--- config.mk ---
export PLATFORM = sky130hd
export DESIGN_NAME = uart_rx_sampler_flat
export DESIGN_NICKNAME = d
export VERILOG_FILES = /design/src/rtl/uart_rx_if.sv /design/src/rtl/uart_rx_sampler.sv /design/src/flat_wrapper.sv
export SDC_FILE = /design/constraint.sdc
export NUM_CORES = 1
export LEC_CHECK = 0
export CAP_MARGIN = 40
export CORE_ASPECT_RATIO = 2
export CORE_MARGIN = 1.5
export CORE_UTILIZATION = 35
export DETAILED_ROUTE_END_ITERATION = 10
export PLACE_DENSITY_LB_ADDON = 0.2
export REMOVE_ABC_BUFFERS = 1
export SKIP_LAST_GASP = 1
export SYNTH_ARGS = -nofsm -noshare
export SYNTH_HDL_FRONTEND = slang
export SYNTH_SLANG_ARGS = --single-unit
--- constraint.sdc ---
create_clock -name g_clk -period 3.7 [get_ports g_clk]
set_input_delay 0.925 -clock g_clk [delete_from_list [all_inputs] [get_ports g_clk]]
set_output_delay 0.925 -clock g_clk [all_outputs]
set_load 0.02 [all_outputs]
--- src/rtl/uart_rx_if.sv ---
// Receive-side bus between uart_rx_sampler and the RX FIFO / STAT register.
// The rx_parity_err line exists only when UART_RX_PARITY_EN is defined.
interface uart_rx_if #(
    parameter int PAYLOAD_BITS = 8
);
    logic                    rx_valid;
    logic [PAYLOAD_BITS-1:0] rx_data;
    logic                    rx_frame_err;
    logic                    rx_overrun;
    logic                    rx_break;
    logic                    rx_full;
`ifdef UART_RX_PARITY_EN
    logic                    rx_parity_err;

    modport master (
        output rx_valid, rx_data, rx_frame_err, rx_overrun, rx_break, rx_parity_err,
        input  rx_full
    );
    modport slave (
        input  rx_valid, rx_data, rx_frame_err, rx_overrun, rx_break, rx_parity_err,
        output rx_full
    );
`else
    modport master (
        output rx_valid, rx_data, rx_frame_err, rx_overrun, rx_break,
        input  rx_full
    );
    modport slave (
        input  rx_valid, rx_data, rx_frame_err, rx_overrun, rx_break,
        output rx_full
    );
`endif
endinterface

--- src/rtl/uart_rx_sampler.sv ---
// Oversampling UART receiver front end with 3-sample mid-bit majority vote.
// Optional parity bit, state and rx_parity_err output: define UART_RX_PARITY_EN.
module uart_rx_sampler #(
    parameter int BIT_RATE     = 256_000,
    parameter int CLK_HZ       = 50_000_000,
    parameter int PAYLOAD_BITS = 8,
    parameter int STOP_BITS    = 1,
`ifdef UART_RX_PARITY_EN
    parameter int PARITY_ODD   = 0,
`endif
    parameter int OVERSAMPLE   = 16
) (
    input  logic       g_clk,
    input  logic       g_reset,
    output logic       g_clk_req,
    input  logic       uart_rxd,
    input  logic       rx_en,
    uart_rx_if.master  rx_if
);

    localparam int TICK_CYCLES = CLK_HZ / (BIT_RATE * OVERSAMPLE);
    localparam int TW = (TICK_CYCLES > 1) ? $clog2(TICK_CYCLES) : 1;
    localparam int SW = $clog2(OVERSAMPLE);
    localparam int BW = $clog2(PAYLOAD_BITS + 1);

    localparam logic [TW-1:0] TICK_LAST = TW'(TICK_CYCLES - 1);
    localparam logic [SW-1:0] SAMP_LAST = SW'(OVERSAMPLE - 1);
    localparam logic [SW-1:0] SAMP_V0   = SW'(OVERSAMPLE / 2 - 1);
    localparam logic [SW-1:0] SAMP_V1   = SW'(OVERSAMPLE / 2);
    localparam logic [SW-1:0] SAMP_V2   = SW'(OVERSAMPLE / 2 + 1);
    localparam logic [BW-1:0] BIT_LAST  = BW'(PAYLOAD_BITS - 1);
    localparam logic          STOP_LAST = 1'(STOP_BITS - 1);

    typedef enum logic [2:0] {
        S_IDLE     = 3'd0,
        S_START    = 3'd1,
        S_DATA     = 3'd2,
`ifdef UART_RX_PARITY_EN
        S_PARITY   = 3'd3,
`endif
        S_STOP     = 3'd4,
        S_BRK_WAIT = 3'd5
    } state_t;

    function automatic logic maj3(input logic a, input logic b, input logic c);
        return (a & b) | (a & c) | (b & c);
    endfunction

`ifdef UART_RX_PARITY_EN
    function automatic logic parity_mismatch(input logic [PAYLOAD_BITS-1:0] d,
                                             input logic                    p);
        return (^{d, p}) != 1'(PARITY_ODD);
    endfunction
`endif

    state_t                  state_q, state_d;
    logic                    sync0_q, sync0_d;
    logic                    sync1_q, sync1_d;
    logic                    rxs_prev_q, rxs_prev_d;
    logic [TW-1:0]           tick_cnt_q, tick_cnt_d;
    logic [SW-1:0]           sample_cnt_q, sample_cnt_d;
    logic [1:0]              samp_q, samp_d;
    logic [BW-1:0]           bit_cnt_q, bit_cnt_d;
    logic                    stop_cnt_q, stop_cnt_d;
    logic                    stop_err_q, stop_err_d;
    logic [PAYLOAD_BITS-1:0] shift_q, shift_d;
    logic [PAYLOAD_BITS-1:0] rx_data_q, rx_data_d;
    logic                    rx_valid_q, rx_valid_d;
    logic                    rx_frame_err_q, rx_frame_err_d;
    logic                    rx_overrun_q, rx_overrun_d;
    logic                    rx_break_q, rx_break_d;
    logic                    g_clk_req_q, g_clk_req_d;
`ifdef UART_RX_PARITY_EN
    logic                    par_q, par_d;
    logic                    rx_parity_err_q, rx_parity_err_d;
`endif

    logic rxs_s;
    logic tick_s;
    logic bit_end_s;
    logic vote_evt_s;
    logic vote_s;
    logic stop_err_now_s;
    logic is_break_s;

    assign rxs_s = sync1_q;

    // Sample timing, vote and receive state machine.
    always_comb begin
        state_d         = state_q;
        sync0_d         = uart_rxd;
        sync1_d         = sync0_q;
        rxs_prev_d      = sync1_q;
        tick_cnt_d      = tick_cnt_q;
        sample_cnt_d    = sample_cnt_q;
        samp_d          = samp_q;
        bit_cnt_d       = bit_cnt_q;
        stop_cnt_d      = stop_cnt_q;
        stop_err_d      = stop_err_q;
        shift_d         = shift_q;
        rx_data_d       = rx_data_q;
        rx_valid_d      = 1'b0;
        rx_frame_err_d  = rx_frame_err_q;
        rx_overrun_d    = rx_overrun_q;
        rx_break_d      = 1'b0;
`ifdef UART_RX_PARITY_EN
        par_d           = par_q;
        rx_parity_err_d = rx_parity_err_q;
`endif

        tick_s         = (tick_cnt_q == TICK_LAST);
        bit_end_s      = tick_s && (sample_cnt_q == SAMP_LAST);
        vote_evt_s     = tick_s && (sample_cnt_q == SAMP_V2);
        vote_s         = maj3(samp_q[0], samp_q[1], rxs_s);
        stop_err_now_s = stop_err_q | ~vote_s;
`ifdef UART_RX_PARITY_EN
        is_break_s     = (shift_q == '0) && stop_err_now_s && !par_q;
`else
        is_break_s     = (shift_q == '0) && stop_err_now_s;
`endif

        if (state_q != S_IDLE) begin
            if (tick_s) begin
                tick_cnt_d   = '0;
                sample_cnt_d = (sample_cnt_q == SAMP_LAST) ? '0 : sample_cnt_q + SW'(1);
                if (sample_cnt_q == SAMP_V0) begin
                    samp_d[0] = rxs_s;
                end else if (sample_cnt_q == SAMP_V1) begin
                    samp_d[1] = rxs_s;
                end else begin
                    samp_d = samp_q;
                end
            end else begin
                tick_cnt_d = tick_cnt_q + TW'(1);
            end
        end else begin
            tick_cnt_d   = '0;
            sample_cnt_d = '0;
        end

        case (state_q)
            S_IDLE: begin
                bit_cnt_d  = '0;
                stop_cnt_d = 1'b0;
                stop_err_d = 1'b0;
                if (rxs_prev_q && !rxs_s && rx_en) begin
                    state_d = S_START;
                end else begin
                    state_d = S_IDLE;
                end
            end
            S_START: begin
                // A start bit that votes high was line noise; drop it silently.
                if (vote_evt_s && vote_s) begin
                    state_d = S_IDLE;
                end else if (bit_end_s) begin
                    state_d = S_DATA;
                end else begin
                    state_d = S_START;
                end
            end
            S_DATA: begin
                if (vote_evt_s) begin
                    shift_d = {vote_s, shift_q[PAYLOAD_BITS-1:1]};
                end else begin
                    shift_d = shift_q;
                end
                if (bit_end_s) begin
                    if (bit_cnt_q == BIT_LAST) begin
                        bit_cnt_d = '0;
`ifdef UART_RX_PARITY_EN
                        state_d   = S_PARITY;
`else
                        state_d   = S_STOP;
`endif
                    end else begin
                        bit_cnt_d = bit_cnt_q + BW'(1);
                    end
                end else begin
                    bit_cnt_d = bit_cnt_q;
                end
            end
`ifdef UART_RX_PARITY_EN
            S_PARITY: begin
                if (vote_evt_s) begin
                    par_d = vote_s;
                end else begin
                    par_d = par_q;
                end
                if (bit_end_s) begin
                    state_d = S_STOP;
                end else begin
                    state_d = S_PARITY;
                end
            end
`endif
            S_STOP: begin
                // Decide at the last stop vote, not at bit end, so a new start edge is not missed.
                if (vote_evt_s && (stop_cnt_q == STOP_LAST)) begin
                    if (is_break_s) begin
                        rx_break_d = 1'b1;
                        state_d    = S_BRK_WAIT;
                    end else begin
                        rx_valid_d      = 1'b1;
                        rx_data_d       = shift_q;
                        rx_frame_err_d  = stop_err_now_s;
                        rx_overrun_d    = rx_if.rx_full;
`ifdef UART_RX_PARITY_EN
                        rx_parity_err_d = parity_mismatch(shift_q, par_q);
`endif
                        state_d         = S_IDLE;
                    end
                end else if (vote_evt_s) begin
                    stop_err_d = stop_err_now_s;
                end else if (bit_end_s) begin
                    stop_cnt_d = stop_cnt_q + 1'b1;
                end else begin
                    state_d = S_STOP;
                end
            end
            S_BRK_WAIT: begin
                if (rxs_s) begin
                    state_d = S_IDLE;
                end else begin
                    state_d = S_BRK_WAIT;
                end
            end
            default: begin
                state_d = S_IDLE;
            end
        endcase

        // Registered form of (state != IDLE) | (sync0 != rxs), evaluated on next-state values.
        g_clk_req_d = (state_d != S_IDLE) | (sync0_d != sync1_d);
    end

    // State and datapath registers with asynchronous reset.
    always_ff @(posedge g_clk or posedge g_reset) begin
        if (g_reset) begin
            state_q         <= S_IDLE;
            sync0_q         <= 1'b1;
            sync1_q         <= 1'b1;
            rxs_prev_q      <= 1'b1;
            tick_cnt_q      <= '0;
            sample_cnt_q    <= '0;
            samp_q          <= 2'b00;
            bit_cnt_q       <= '0;
            stop_cnt_q      <= 1'b0;
            stop_err_q      <= 1'b0;
            shift_q         <= '0;
            rx_data_q       <= '0;
            rx_valid_q      <= 1'b0;
            rx_frame_err_q  <= 1'b0;
            rx_overrun_q    <= 1'b0;
            rx_break_q      <= 1'b0;
            g_clk_req_q     <= 1'b0;
`ifdef UART_RX_PARITY_EN
            par_q           <= 1'b0;
            rx_parity_err_q <= 1'b0;
`endif
        end else begin
            state_q         <= state_d;
            sync0_q         <= sync0_d;
            sync1_q         <= sync1_d;
            rxs_prev_q      <= rxs_prev_d;
            tick_cnt_q      <= tick_cnt_d;
            sample_cnt_q    <= sample_cnt_d;
            samp_q          <= samp_d;
            bit_cnt_q       <= bit_cnt_d;
            stop_cnt_q      <= stop_cnt_d;
            stop_err_q      <= stop_err_d;
            shift_q         <= shift_d;
            rx_data_q       <= rx_data_d;
            rx_valid_q      <= rx_valid_d;
            rx_frame_err_q  <= rx_frame_err_d;
            rx_overrun_q    <= rx_overrun_d;
            rx_break_q      <= rx_break_d;
            g_clk_req_q     <= g_clk_req_d;
`ifdef UART_RX_PARITY_EN
            par_q           <= par_d;
            rx_parity_err_q <= rx_parity_err_d;
`endif
        end
    end

    assign g_clk_req          = g_clk_req_q;
    assign rx_if.rx_valid     = rx_valid_q;
    assign rx_if.rx_data      = rx_data_q;
    assign rx_if.rx_frame_err = rx_frame_err_q;
    assign rx_if.rx_overrun   = rx_overrun_q;
    assign rx_if.rx_break     = rx_break_q;
`ifdef UART_RX_PARITY_EN
    assign rx_if.rx_parity_err = rx_parity_err_q;
`endif

endmodule
--- src/flat_wrapper.sv ---
// flat-port wrapper written by rule: the top's interface ports become plain ports
module uart_rx_sampler_flat 
#(
    parameter int BIT_RATE     = 256_000,
    parameter int CLK_HZ       = 50_000_000,
    parameter int PAYLOAD_BITS = 8,
    parameter int STOP_BITS    = 1,

    parameter int OVERSAMPLE   = 16
)
  (g_clk, g_reset, g_clk_req, uart_rxd, rx_en, rx_if_rx_valid, rx_if_rx_data, rx_if_rx_frame_err, rx_if_rx_overrun, rx_if_rx_break, rx_if_rx_full);
  uart_rx_if #(.PAYLOAD_BITS(PAYLOAD_BITS)) rx_if_i ();
  input  logic g_clk;
  input  logic g_reset;
  output logic g_clk_req;
  input  logic uart_rxd;
  input  logic rx_en;
  output wire logic [$bits(rx_if_i.rx_valid)-1:0] rx_if_rx_valid;
  output wire logic [$bits(rx_if_i.rx_data)-1:0] rx_if_rx_data;
  output wire logic [$bits(rx_if_i.rx_frame_err)-1:0] rx_if_rx_frame_err;
  output wire logic [$bits(rx_if_i.rx_overrun)-1:0] rx_if_rx_overrun;
  output wire logic [$bits(rx_if_i.rx_break)-1:0] rx_if_rx_break;
  input wire logic [$bits(rx_if_i.rx_full)-1:0] rx_if_rx_full;
  assign rx_if_rx_valid = rx_if_i.rx_valid;
  assign rx_if_rx_data = rx_if_i.rx_data;
  assign rx_if_rx_frame_err = rx_if_i.rx_frame_err;
  assign rx_if_rx_overrun = rx_if_i.rx_overrun;
  assign rx_if_rx_break = rx_if_i.rx_break;
  assign rx_if_i.rx_full = rx_if_rx_full;
  uart_rx_sampler #(.BIT_RATE(BIT_RATE), .CLK_HZ(CLK_HZ), .PAYLOAD_BITS(PAYLOAD_BITS), .STOP_BITS(STOP_BITS), .OVERSAMPLE(OVERSAMPLE)) u_core (.g_clk(g_clk), .g_reset(g_reset), .g_clk_req(g_clk_req), .uart_rxd(uart_rxd), .rx_en(rx_en), .rx_if(rx_if_i));
endmodule
==> results of run 1 <==
-- cell families after synthesis --
| kind of cell | Yosys count | synth area share [%] |
|---|---|---|
| flops | 43 | 53.70 |
| xor+xnor | 3 | 1.307 |
| fa+ha+maj | 6 | 3.609 |
| buf+inv | 13 | 3.422 |
| mux | 21 | 11.64 |
| simple gates | 59 | 18.30 |
| compound gates | 25 | 8.028 |
-- layout make-up --
cell class              instances  area [sq um]  area share (%)
repair buffers                 19         182.7           7.896
flip-flops and latches         43          1080           46.67
clock buffers                   5         68.82           2.975
well taps                      60         75.07           3.245
multi-input cells             114         862.1           37.26
clock inverters                 3         15.01          0.6490
inverters                       8         30.03           1.298
-- synthesized netlist by cell type, drive strengths merged, types with 3 or more instances --
cell,count
dfrtp,40
nor2,15
ha,5
mux2,19
nand3,6
a21oi,8
nand2,16
o21ai,4
buf,4
inv,8
or4,3
dfstp,3
nor3,6
-- power groups by stage --
stage          sequential, mW  combinational [mW]  clock [mW]
2_1_floorplan           0.484             0.00796           0
3_3_place_gp            0.484              0.0176           0
3_5_place_dp            0.484              0.0184           0
4_1_cts                 0.475              0.0184       0.299
5_1_grt                 0.475              0.0202       0.318
6_report                0.475              0.0172       0.288
-- state kept, by name, summed over array words and instances (netlist names) --
name,flops
u_core.rx_if.rx_overrun,1
u_core.stop_cnt_q,1
u_core.sample_cnt_q,4
u_core.stop_err_q,1
u_core.sync0_q,1
u_core.state_q,3
u_core.rx_if.rx_data,8
u_core.rxs_prev_d,1
u_core.rxs_prev_q,1
u_core.g_clk_req,1
u_core.rx_if.rx_break,1
u_core.rx_if.rx_frame_err,1
u_core.rx_if.rx_valid,1
u_core.samp_q,2
u_core.tick_cnt_q,4
u_core.shift_q,8
u_core.bit_cnt_q,4
-- final timing paths --
path	start	end	slack, ps	cells past startpoint
worst min-delay path	u_core.sync0_q$_DFF_PP1_	u_core.rxs_prev_d$_DFF_PP1_	380	0
min in group asynchronous	g_reset	u_core.bit_cnt_q[0]$_DFFE_PP0P_	970	2
max in group asynchronous	g_reset	u_core.rx_if.rx_data[7]$_DFFE_PP0P_	1960	3
worst max register to register	u_core.tick_cnt_q[0]$_DFF_PP0_	u_core.rx_if.rx_data[5]$_DFFE_PP0P_	1470	6
worst min register to register	u_core.sync0_q$_DFF_PP1_	u_core.rxs_prev_d$_DFF_PP1_	380	0
worst max-delay path	u_core.tick_cnt_q[0]$_DFF_PP0_	u_core.rx_if.rx_data[5]$_DFFE_PP0P_	1470	6
-- layer usage --
layer  global-route usage, %  routed length [um]  vias to the layer above
met5                       0                   0                        -
met4                   6.293                  79                        0
met3                   2.567                  87                        6
met2                   25.50                2089                       26
met1                   14.75                1515                      659
li1                        -                   -                      640
-- worst max-delay path, cell delays in order, from the launching register on --
cell                      delay (ps)
sky130_fd_sc_hd__dfrtp_1         380
sky130_fd_sc_hd__ha_1            290
sky130_fd_sc_hd__and3b_1         320
sky130_fd_sc_hd__nand3_2         170
sky130_fd_sc_hd__nor3_2          210
sky130_fd_sc_hd__nand2_1         310
sky130_fd_sc_hd__mux2_1          420
==> results_tabular.tex, run 1 <==
\begin{tabular}{lr}
\hline
Metric & Value \\
\hline
\multicolumn{2}{l}{\textbf{Placement}} \\
Number of buffers added on ports & 17 \\
Half-perimeter wire length after placement & 2841 um \\
Setup WS pre-CTS & 1441 ps \\
Area post-placement & 2230 sq um \\
Placer's final routability congestion estimate & 0.8103 \\
Number of placed instances, taps included & 244 \\
\multicolumn{2}{l}{\textbf{Timing}} \\
Clock skew after layout & 6.433 ps \\
Max-slew headroom at the worst pin & 44.82\% \\
Final critical-path share of the clock period & 60.36\% \\
Pins over their slew limit & 0 \\
Number of hold violations in the final report & 0 \\
Final critical-path required period & 2233 ps \\
Transition time of the tightest slew-check pin & 821.4 ps \\
Post-route worst setup slack & 1467 ps \\
Setup violations, final & 0 \\
Worst hold margin & 376.4 ps \\
Achievable clock frequency & 0.4478 GHz \\
Setup repair after global routing missed its margin & false \\
Total negative setup slack & 0 ps \\
\multicolumn{2}{l}{\textbf{CTS}} \\
Resized cells post-CTS & 0 \\
Clock tree from TritonCTS & done \\
Clock latency of the later-clocked register in the worst-skew pair & 290 ps \\
Clock buffer depth & 2 \\
Post-CTS Setup Repair Bufs & 0 \\
Number of buffers inserted during clock tree synthesis & 5 \\
Clock Pin Slew Worst Setup and Hold Paths & 80 ps \\
TritonCTS Sinks & 43 \\
Count of H-tree levels built during CTS & 2 \\
Root buffer selected by CTS & sky130\_fd\_sc\_hd\_\_clkbuf\_8 \\
Quantity of hold-fixing buffers added after cts & 0 \\
\multicolumn{2}{l}{\textbf{Outcome}} \\
Status & finished clean \\
\multicolumn{2}{l}{\textbf{Power and ir drop}} \\
Worst IR drop on VDD & 212.6 uV \\
Cell-internal power & 0.6084 mW \\
Power Density & 337.0 nW/um\^{}2 \\
Sequential Power Share & 60.9\% \\
Net switching fraction of the power & 21.97\% \\
Clk network pwr share & 36.9\% \\
Power, Total & 0.7797 mW \\
Lkg Pwr & 1.079 nW \\
Share of total power in combinational logic & 2.2\% \\
Switching Power & 0.1713 mW \\
\multicolumn{2}{l}{\textbf{Critical path}} \\
CP Class & flip-flop to flip-flop \\
Worst EP arrival & 2410 ps \\
Kind of end point of the critical path & flip-flop \\
Data required, critical path & 3880 ps \\
Critical Path Source Type & flip-flop \\
Highest fanout seen on the critical path & 11 \\
\multicolumn{2}{l}{\textbf{Final layout}} \\
Count of antenna diodes in the layout & 0 \\
Area grow syn2layout & 15.06\% \\
Most frequent cells in the layout & sky130\_fd\_sc\_hd\_\_dfrtp\_1, sky130\_fd\_sc\_hd\_\_clkdlybuf4s50\_1, sky130\_fd\_sc\_hd\_\_nand2\_1, sky130\_fd\_sc\_hd\_\_nor2\_1, sky130\_fd\_sc\_hd\_\_mux2\_1 \\
Post-route standard cell area excluding fillers & 2313 sq um \\
Net count, final & 201 \\
Fillers & 511 \\
Share of layout cells above drive strength 1 & 16.67\% \\
Most common cell after layout, fill and taps aside & sky130\_fd\_sc\_hd\_\_dfrtp\_1 \\
Final standard cell utilization of the core & 42.31\% \\
Non-Filler Instances & 252 \\
\multicolumn{2}{l}{\textbf{Synth}} \\
Sequential cell area fraction in the yosys report & 53.70\% \\
Ys async rst share & 100.0\% \\
Share of the synthesized area in the top cell type & 49.78\% \\
Most instantiated flip-flop cell in the synthesis netlist & sky130\_fd\_sc\_hd\_\_dfrtp\_1 \\
Number of distinct library cell variants in the gate-level netlist after synthesis & 50 \\
Average size of a mapped cell & 11.83 sq um \\
Post-synth EDFFs & 0 \\
Total number of yosys warnings & 0 \\
Synthesized instance count & 170 \\
Cell type with the largest total area after synthesis & sky130\_fd\_sc\_hd\_\_dfrtp\_1 \\
Leading cell types by total area after synthesis & sky130\_fd\_sc\_hd\_\_dfrtp\_1, sky130\_fd\_sc\_hd\_\_mux2\_1, sky130\_fd\_sc\_hd\_\_dfstp\_2, sky130\_fd\_sc\_hd\_\_mux2\_2, sky130\_fd\_sc\_hd\_\_ha\_1 \\
Post-synthesis sequential element count & 43 \\
Netlist Area Pre-Place & 2011 sq um \\
\multicolumn{2}{l}{\textbf{Drt}} \\
Total Routed Length & 3773 um \\
Iteration-0 DRC Markers & 53 \\
Drt wl/cell & 14.97 um \\
First-pass iteration count of the detailed router & 4 \\
Count of vias placed by the detailed router & 1331 \\
Post-route ant nets & 0 \\
Detailed-route DRC error count & 0 \\
Detailed-route vias per instance & 5.282 \\
\multicolumn{2}{l}{\textbf{Worst hold path}} \\
Type of the worst min-delay path & flip-flop to flip-flop \\
\multicolumn{2}{l}{\textbf{GRT}} \\
Vias in the first global route & 1465 \\
Total grt overflow & 0 \\
First-pass GRT wire length & 6672 um \\
Initial antenna violation count & 0 \\
Total routing resource utilization after global routing & 13.75\% \\
Pin count of the biggest net entering global routing & 31 \\
\multicolumn{2}{l}{\textbf{Die}} \\
Starting Density & 36.77\% \\
Die width & 56.60 um \\
Core area & 5468 sq um \\
Die Height & 110.2 um \\
Row Count & 38 \\
Number of ports placed on the die boundary & 18 \\
Area of the die & 6236 sq um \\
\multicolumn{2}{l}{\textbf{Run}} \\
Max-cap violations & 0 \\
\hline
\end{tabular}
Note: power is estimated with default switching activity, not from simulation.
==> run 2: changes to the inputs <==
==> constraint.sdc (replaced) <==
create_clock -name g_clk -period 1.85 [get_ports g_clk]
set_input_delay 0.4625 -clock g_clk [delete_from_list [all_inputs] [get_ports g_clk]]
set_output_delay 0.4625 -clock g_clk [all_outputs]
set_load 0.02 [all_outputs]
==> run 2 against run 1 <==
  * The run now ends with setup timing left
  * Clock power grew to 2.6 times the previous value
  * Highest routed layer unchanged
  * Worst hold slack better by 9.4 ps
  * Largest power group unchanged
  * Critical endpoint is now u_core.g_clk_req$_DFF_PP0_
  * Via count is 15% higher
  * Non-clock buffer count is 46 higher
==> results_tabular.tex, run 2 (synthesized netlist as in run 1, its figures left out) <==
\begin{tabular}{lr}
\hline
Metric & Value \\
\hline
\multicolumn{2}{l}{\textbf{Power and ir drop}} \\
Share of total power in combinational logic & 2.3\% \\
Cell-internal power & 1.363 mW \\
Switching Power & 0.3605 mW \\
Clk network pwr share & 42.7\% \\
Lkg Pwr & 1.334 nW \\
Sequential Power Share & 55.0\% \\
Power Density & 618.8 nW/um\^{}2 \\
Net switching fraction of the power & 20.91\% \\
Worst IR drop on VDD & 504.7 uV \\
\multicolumn{2}{l}{\textbf{Timing}} \\
Number of hold violations in the final report & 0 \\
Transition time of the tightest slew-check pin & 467.9 ps \\
Post-route worst setup slack & -106.5 ps \\
Setup violations, final & 10 \\
Achievable clock frequency & 0.5111 GHz \\
Pins over their slew limit & 0 \\
Setup repair after global routing missed its margin & true \\
Final critical-path required period & 1957 ps \\
Max-slew headroom at the worst pin & 68.00\% \\
Final critical-path share of the clock period & 105.8\% \\
Clock skew after layout & 11.72 ps \\
\multicolumn{2}{l}{\textbf{Critical path}} \\
Kind of end point of the critical path & flip-flop \\
Buf/Inv on CP & 1 \\
Highest cell delay on the worst timing path & 470 ps \\
Critical Path Source Type & flip-flop \\
Worst EP arrival & 2140 ps \\
Top Family by Delay on Critical Path & simple AND/OR/NAND/NOR gates \\
Data required, critical path & 2030 ps \\
CP Class & flip-flop to flip-flop \\
Cells along the critical path & ha\_2, nand3\_2, or2\_4, buf\_4, nor3\_2, or3\_4, or4b\_4 \\
Slowest CP cell & sky130\_fd\_sc\_hd\_\_or4b\_4 \\
Highest fanout seen on the critical path & 3 \\
\multicolumn{2}{l}{\textbf{Worst hold path}} \\
Type of the worst min-delay path & flip-flop to flip-flop \\
\multicolumn{2}{l}{\textbf{Final layout}} \\
Most frequent cells in the layout & sky130\_fd\_sc\_hd\_\_buf\_4, sky130\_fd\_sc\_hd\_\_dfrtp\_1, sky130\_fd\_sc\_hd\_\_clkdlybuf4s50\_1, sky130\_fd\_sc\_hd\_\_nand2\_1, sky130\_fd\_sc\_hd\_\_mux2\_1 \\
Net count, final & 247 \\
Final standard cell utilization of the core & 50.94\% \\
Count of antenna diodes in the layout & 0 \\
Area grow syn2layout & 38.52\% \\
Share of layout cells above drive strength 1 & 37.82\% \\
Most common cell after layout, fill and taps aside & sky130\_fd\_sc\_hd\_\_buf\_4 \\
Non-Filler Instances & 298 \\
\multicolumn{2}{l}{\textbf{Drt}} \\
Detailed-route vias per instance & 5.114 \\
Total Routed Length & 4421 um \\
Count of vias placed by the detailed router & 1524 \\
Detailed-route DRC error count & 0 \\
First-pass iteration count of the detailed router & 4 \\
Drt wl/cell & 14.84 um \\
Iteration-0 DRC Markers & 37 \\
Post-route ant nets & 0 \\
\multicolumn{2}{l}{\textbf{Placement}} \\
Placer's final routability congestion estimate & 0.8217 \\
Half-perimeter wire length after placement & 3360 um \\
Number of placed instances, taps included & 283 \\
Number of buffers added on ports & 17 \\
Setup WS pre-CTS & -162.9 ps \\
\multicolumn{2}{l}{\textbf{CTS}} \\
Clock Pin Slew Worst Setup and Hold Paths & 80 ps \\
Number of buffers inserted during clock tree synthesis & 5 \\
Clock latency of the later-clocked register in the worst-skew pair & 310 ps \\
Root buffer selected by CTS & sky130\_fd\_sc\_hd\_\_clkbuf\_8 \\
Count of H-tree levels built during CTS & 2 \\
Clock buffer depth & 2 \\
Clock tree from TritonCTS & done \\
Quantity of hold-fixing buffers added after cts & 0 \\
TritonCTS Sinks & 43 \\
\multicolumn{2}{l}{\textbf{GRT}} \\
Vias in the first global route & 1628 \\
First-pass GRT wire length & 7320 um \\
Total routing resource utilization after global routing & 15.42\% \\
Initial antenna violation count & 0 \\
Pin count of the biggest net entering global routing & 34 \\
Total grt overflow & 0 \\
\multicolumn{2}{l}{\textbf{Die}} \\
Die width & 56.60 um \\
Number of ports placed on the die boundary & 18 \\
Core area & 5468 sq um \\
Row Count & 38 \\
Die Height & 110.2 um \\
Starting Density & 36.77\% \\
Area of the die & 6236 sq um \\
\multicolumn{2}{l}{\textbf{Run}} \\
Max-cap violations & 0 \\
\multicolumn{2}{l}{\textbf{Outcome}} \\
Status & finished, violations left \\
Violated checks & setup timing \\
\hline
\end{tabular}
-- run 2: final timing paths --
check / cells after the start / slack [ps] / to / start
max: 7 / -110 / u_core.g_clk_req$_DFF_PP0_ / u_core.sample_cnt_q[0]$_DFFE_PP0P_
min: 0 / 390 / u_core.rxs_prev_d$_DFF_PP1_ / u_core.sync0_q$_DFF_PP1_
max reg2reg: 7 / -110 / u_core.g_clk_req$_DFF_PP0_ / u_core.sample_cnt_q[0]$_DFFE_PP0P_
min reg2reg: 0 / 390 / u_core.rxs_prev_d$_DFF_PP1_ / u_core.sync0_q$_DFF_PP1_
max in group asynchronous: 3 / 940 / u_core.rxs_prev_d$_DFF_PP1_ / g_reset
min in group asynchronous: 3 / 460 / u_core.bit_cnt_q[2]$_DFFE_PP0P_ / g_reset
-- run 2: timing repair --
action,in CTS,in global routing
setup endpoints to repair,19,19
pin swaps,2,8
gates cloned,0,0
resized for setup,4,13
buffers inserted,2,5
-- run 2: area by class of cell --
class                      instances  area [sq um]
fill                             487          2683
inverter                           8         30.03
sequential                        43          1080
tap                               60         75.07
timing repair buffer              65         559.3
clock inverter                     3         43.79
multi-input combinational        114         928.4
clock buffer                       5         68.82
-- run 2: metrics by stage --
stage / setup TNS, ps / hold slack (ps) / power, mW / cell area (sq um)
finish: -787.0 / 385.8 / 1.723 / 2785
floorplan: -1302 / 359.9 / 0.9846 / 1972
global route: -1270 / 394.5 / 1.788 / 2785
global placement: -838.4 / 389.9 / 1.008 / 2550
detailed placement: -1251 / 385.7 / 1.009 / 2550
CTS: -1102 / 393.9 / 1.755 / 2696
-- run 2: power by group through the flow --
stage	Clock (mW)	Combinational, mW	Sequential [mW]
2_1_floorplan	0	0.0159	0.969
3_3_place_gp	0	0.0402	0.967
3_5_place_dp	0	0.0418	0.967
4_1_cts	0.764	0.0418	0.949
5_1_grt	0.793	0.0455	0.950
6_report	0.735	0.0396	0.949
-- run 2: metal layers --
layer | GRT usage [%] | routed length (um) | part of all wire (%) | up-vias
li1 | - | - | - | 737
met1 | 15.12 | 1617 | 37 | 754
met2 | 29.32 | 2547 | 58 | 23
met3 | 4.084 | 133 | 3.0 | 10
met4 | 7.143 | 123 | 2.8 | 0
met5 | 0 | 0 | 0 | -
==> run 3: changes to the inputs <==
==> constraint.sdc (replaced) <==
create_clock -name g_clk -period 1.9 [get_ports g_clk]
set_input_delay 0.475 -clock g_clk [delete_from_list [all_inputs] [get_ports g_clk]]
set_output_delay 0.475 -clock g_clk [all_outputs]
set_load 0.02 [all_outputs]
==> run 3 against run 2 <==
  * The run still ends with setup timing left
  * Highest routed layer unchanged
  * Clock-buffer cell count is the same
  * Global-route usage rose by 0.59 points
  * Total power increased by 5.3%
  * Fmax decreased by 0.32%
  * Sequential share of layout area down 0.059 points
  * Largest cell class unchanged
  * First-iteration DRC count up 35%
  * Worst setup slack improved by 44 ps
==> results_tabular.tex, run 3 (synthesized netlist as in run 1, its figures left out) <==
\begin{tabular}{lr}
\hline
Metric & Value \\
\hline
\multicolumn{2}{l}{\textbf{Timing}} \\
Achievable clock frequency & 0.5095 GHz \\
Transition time of the tightest slew-check pin & 526.6 ps \\
Clock skew after layout & 13.18 ps \\
Final critical-path share of the clock period & 103.3\% \\
Setup repair after global routing missed its margin & true \\
Pins over their slew limit & 0 \\
Max-slew headroom at the worst pin & 63.99\% \\
Setup violations, final & 10 \\
Post-route worst setup slack & -62.81 ps \\
Number of hold violations in the final report & 0 \\
Final critical-path required period & 1963 ps \\
\multicolumn{2}{l}{\textbf{Critical path}} \\
CP Class & flip-flop to flip-flop \\
Critical Path Source Type & flip-flop \\
Endpoint of the most critical register-to-register path & u\_core.g\_clk\_req\$\_DFF\_PP0\_ \\
Data required, critical path & 2070 ps \\
Kind of end point of the critical path & flip-flop \\
Top Family by Delay on Critical Path & simple AND/OR/NAND/NOR gates \\
Cells along the critical path & ha\_2, nand3b\_4, nor3\_2, a21oi\_1, or3\_4, or4b\_4 \\
Highest cell delay on the worst timing path & 510 ps \\
Setup slack on the worst flop-to-flop path & -60 ps \\
Number of cells on the worst reg-to-reg path & 6 \\
Highest fanout seen on the critical path & 4 \\
Launch instance of the worst register-to-register path & u\_core.tick\_cnt\_q[0]\$\_DFF\_PP0\_ \\
Buf/Inv on CP & 0 \\
Worst EP arrival & 2140 ps \\
Slowest CP cell & sky130\_fd\_sc\_hd\_\_or4b\_4 \\
\multicolumn{2}{l}{\textbf{CTS}} \\
Root buffer selected by CTS & sky130\_fd\_sc\_hd\_\_clkbuf\_8 \\
Clock latency of the later-clocked register in the worst-skew pair & 310 ps \\
Clock Pin Slew Worst Setup and Hold Paths & 80 ps \\
Number of buffers inserted during clock tree synthesis & 5 \\
TritonCTS Sinks & 43 \\
Clock buffer depth & 2 \\
Clock tree from TritonCTS & done \\
Count of H-tree levels built during CTS & 2 \\
\multicolumn{2}{l}{\textbf{Die}} \\
Row Count & 38 \\
Number of ports placed on the die boundary & 18 \\
Area of the die & 6236 sq um \\
Die Height & 110.2 um \\
Die width & 56.60 um \\
Starting Density & 36.77\% \\
Core area & 5468 sq um \\
\multicolumn{2}{l}{\textbf{Drt}} \\
Drt wl/cell & 15.31 um \\
First-pass iteration count of the detailed router & 4 \\
Detailed-route DRC error count & 0 \\
Detailed-route vias per instance & 5.205 \\
Iteration-0 DRC Markers & 50 \\
Post-route ant nets & 0 \\
Total Routed Length & 4561 um \\
Count of vias placed by the detailed router & 1551 \\
\multicolumn{2}{l}{\textbf{GRT}} \\
Pin count of the biggest net entering global routing & 34 \\
Vias in the first global route & 1666 \\
Global-route met2 utilization & 31.31\% \\
Total grt overflow & 0 \\
Global routing usage on met1 & 15.20\% \\
GRT busiest layer & met2 \\
First-pass GRT wire length & 7631 um \\
Total routing resource utilization after global routing & 16.01\% \\
Global-route track usage on met3 & 3.851\% \\
Initial antenna violation count & 0 \\
\multicolumn{2}{l}{\textbf{Placement}} \\
Number of buffers added on ports & 17 \\
Placer's final routability congestion estimate & 0.8646 \\
Number of placed instances, taps included & 279 \\
Half-perimeter wire length after placement & 3349 um \\
\multicolumn{2}{l}{\textbf{Power and ir drop}} \\
Worst IR drop on VDD & 691.9 uV \\
Power Density & 649.9 nW/um\^{}2 \\
Power, Total & 1.815 mW \\
Lkg Pwr & 1.338 nW \\
\multicolumn{2}{l}{\textbf{Worst hold path}} \\
Beginning of the worst hold path & u\_core.sync0\_q\$\_DFF\_PP1\_ \\
Hold Crit Depth & 0 \\
Type of the worst min-delay path & flip-flop to flip-flop \\
Terminating pin of the worst hold path & u\_core.rxs\_prev\_d\$\_DFF\_PP1\_ \\
\multicolumn{2}{l}{\textbf{Outcome}} \\
Violated checks & setup timing \\
Status & finished, violations left \\
\multicolumn{2}{l}{\textbf{Final layout}} \\
Non-Filler Instances & 298 \\
Most frequent cells in the layout & sky130\_fd\_sc\_hd\_\_buf\_4, sky130\_fd\_sc\_hd\_\_dfrtp\_1, sky130\_fd\_sc\_hd\_\_clkdlybuf4s50\_1, sky130\_fd\_sc\_hd\_\_nand2\_1, sky130\_fd\_sc\_hd\_\_nor2\_1 \\
Fillers & 480 \\
Share of layout cells above drive strength 1 & 37.82\% \\
Area grow syn2layout & 38.89\% \\
Count of antenna diodes in the layout & 0 \\
Net count, final & 247 \\
Most common cell after layout, fill and taps aside & sky130\_fd\_sc\_hd\_\_buf\_4 \\
\multicolumn{2}{l}{\textbf{Run}} \\
Max-cap violations & 0 \\
\hline
\end{tabular}
run 3: changes by cell type in the layout (fill, tap and decap cells not counted), sizes merged:
cell,change
clkinv,-2
bufinv,+1
clkinvlp,+1
run 3: worst reg2reg max path: cells and delay by family (launching register included):
kind | cells | cell delay, ps
adders and majority gates | 1 | 230
DFF | 1 | 370
and+or+nand+nor | 4 | 1140
AOI/OAI and AO/OA | 1 | 100
run 3: power by group:
part,switching [mW],internal (mW)
clock,0.327,0.524
combinational,0.0247,0.0147
sequential,0.00299,0.921
run 3: metal layers:
metal	share of wire, %	routed length (um)	up-vias
met1	36	1628	792
met4	1.5	67	0
met5	0	0	-
met3	2.6	120	5
li1	-	-	734
met2	60	2744	20
run 3: worst max-delay path by stage:
stage	end	start	cells past startpoint	slack, ps
floorplan	u_core.g_clk_req$_DFF_PP0_	u_core.tick_cnt_q[0]$_DFF_PP0_	6	-120
global placement	u_core.g_clk_req$_DFF_PP0_	u_core.sample_cnt_q[0]$_DFFE_PP0P_	6	-70
detailed placement	u_core.g_clk_req$_DFF_PP0_	u_core.tick_cnt_q[0]$_DFF_PP0_	6	-110
CTS	u_core.g_clk_req$_DFF_PP0_	u_core.rxs_prev_d$_DFF_PP1_	5	-80
global route	u_core.g_clk_req$_DFF_PP0_	u_core.sample_cnt_q[1]$_DFFE_PP0P_	7	-120
finish	u_core.g_clk_req$_DFF_PP0_	u_core.tick_cnt_q[0]$_DFF_PP0_	6	-60
run 3: metrics by stage:
step / hold slack, ps / utilization (%) / setup TNS, ps / setup slack (ps) / cell area [sq um]
2_1_floorplan: 359.9 / - / -801.7 / -121.5 / 1972
4_1_cts: 400.6 / 50.50 / -427.2 / -76.64 / 2761
3_3_place_gp: 390.7 / 46.09 / -460.5 / -65.43 / 2520
6_report: 396.0 / 51.08 / -390.7 / -62.81 / 2793
5_1_grt: 403.9 / 51.08 / -907.3 / -118.8 / 2793
3_5_place_dp: 391.7 / 46.09 / -680.5 / -114.8 / 2520
run 3: layout make-up:
cell class / instances / area (sq um) / share of cell area [%]
Sequential cell: 43 / 1081 / 38.71
Multi-Input combinational cell: 114 / 910.9 / 32.62
Timing Repair Buffer: 65 / 559.3 / 20.03
Tap cell: 60 / 75.07 / 2.688
Clock buffer: 5 / 68.82 / 2.464
Clock inverter: 3 / 67.56 / 2.419
Inverter: 8 / 30.03 / 1.075
run 3: repair_timing:
item	4_1_cts	5_1_grt
hold buffers	0	0
endpoints found under the setup margin	11	20
hold endpoints to repair	0	0
pin swaps	5	3
gates resized for setup	11	4
setup buffers	8	3
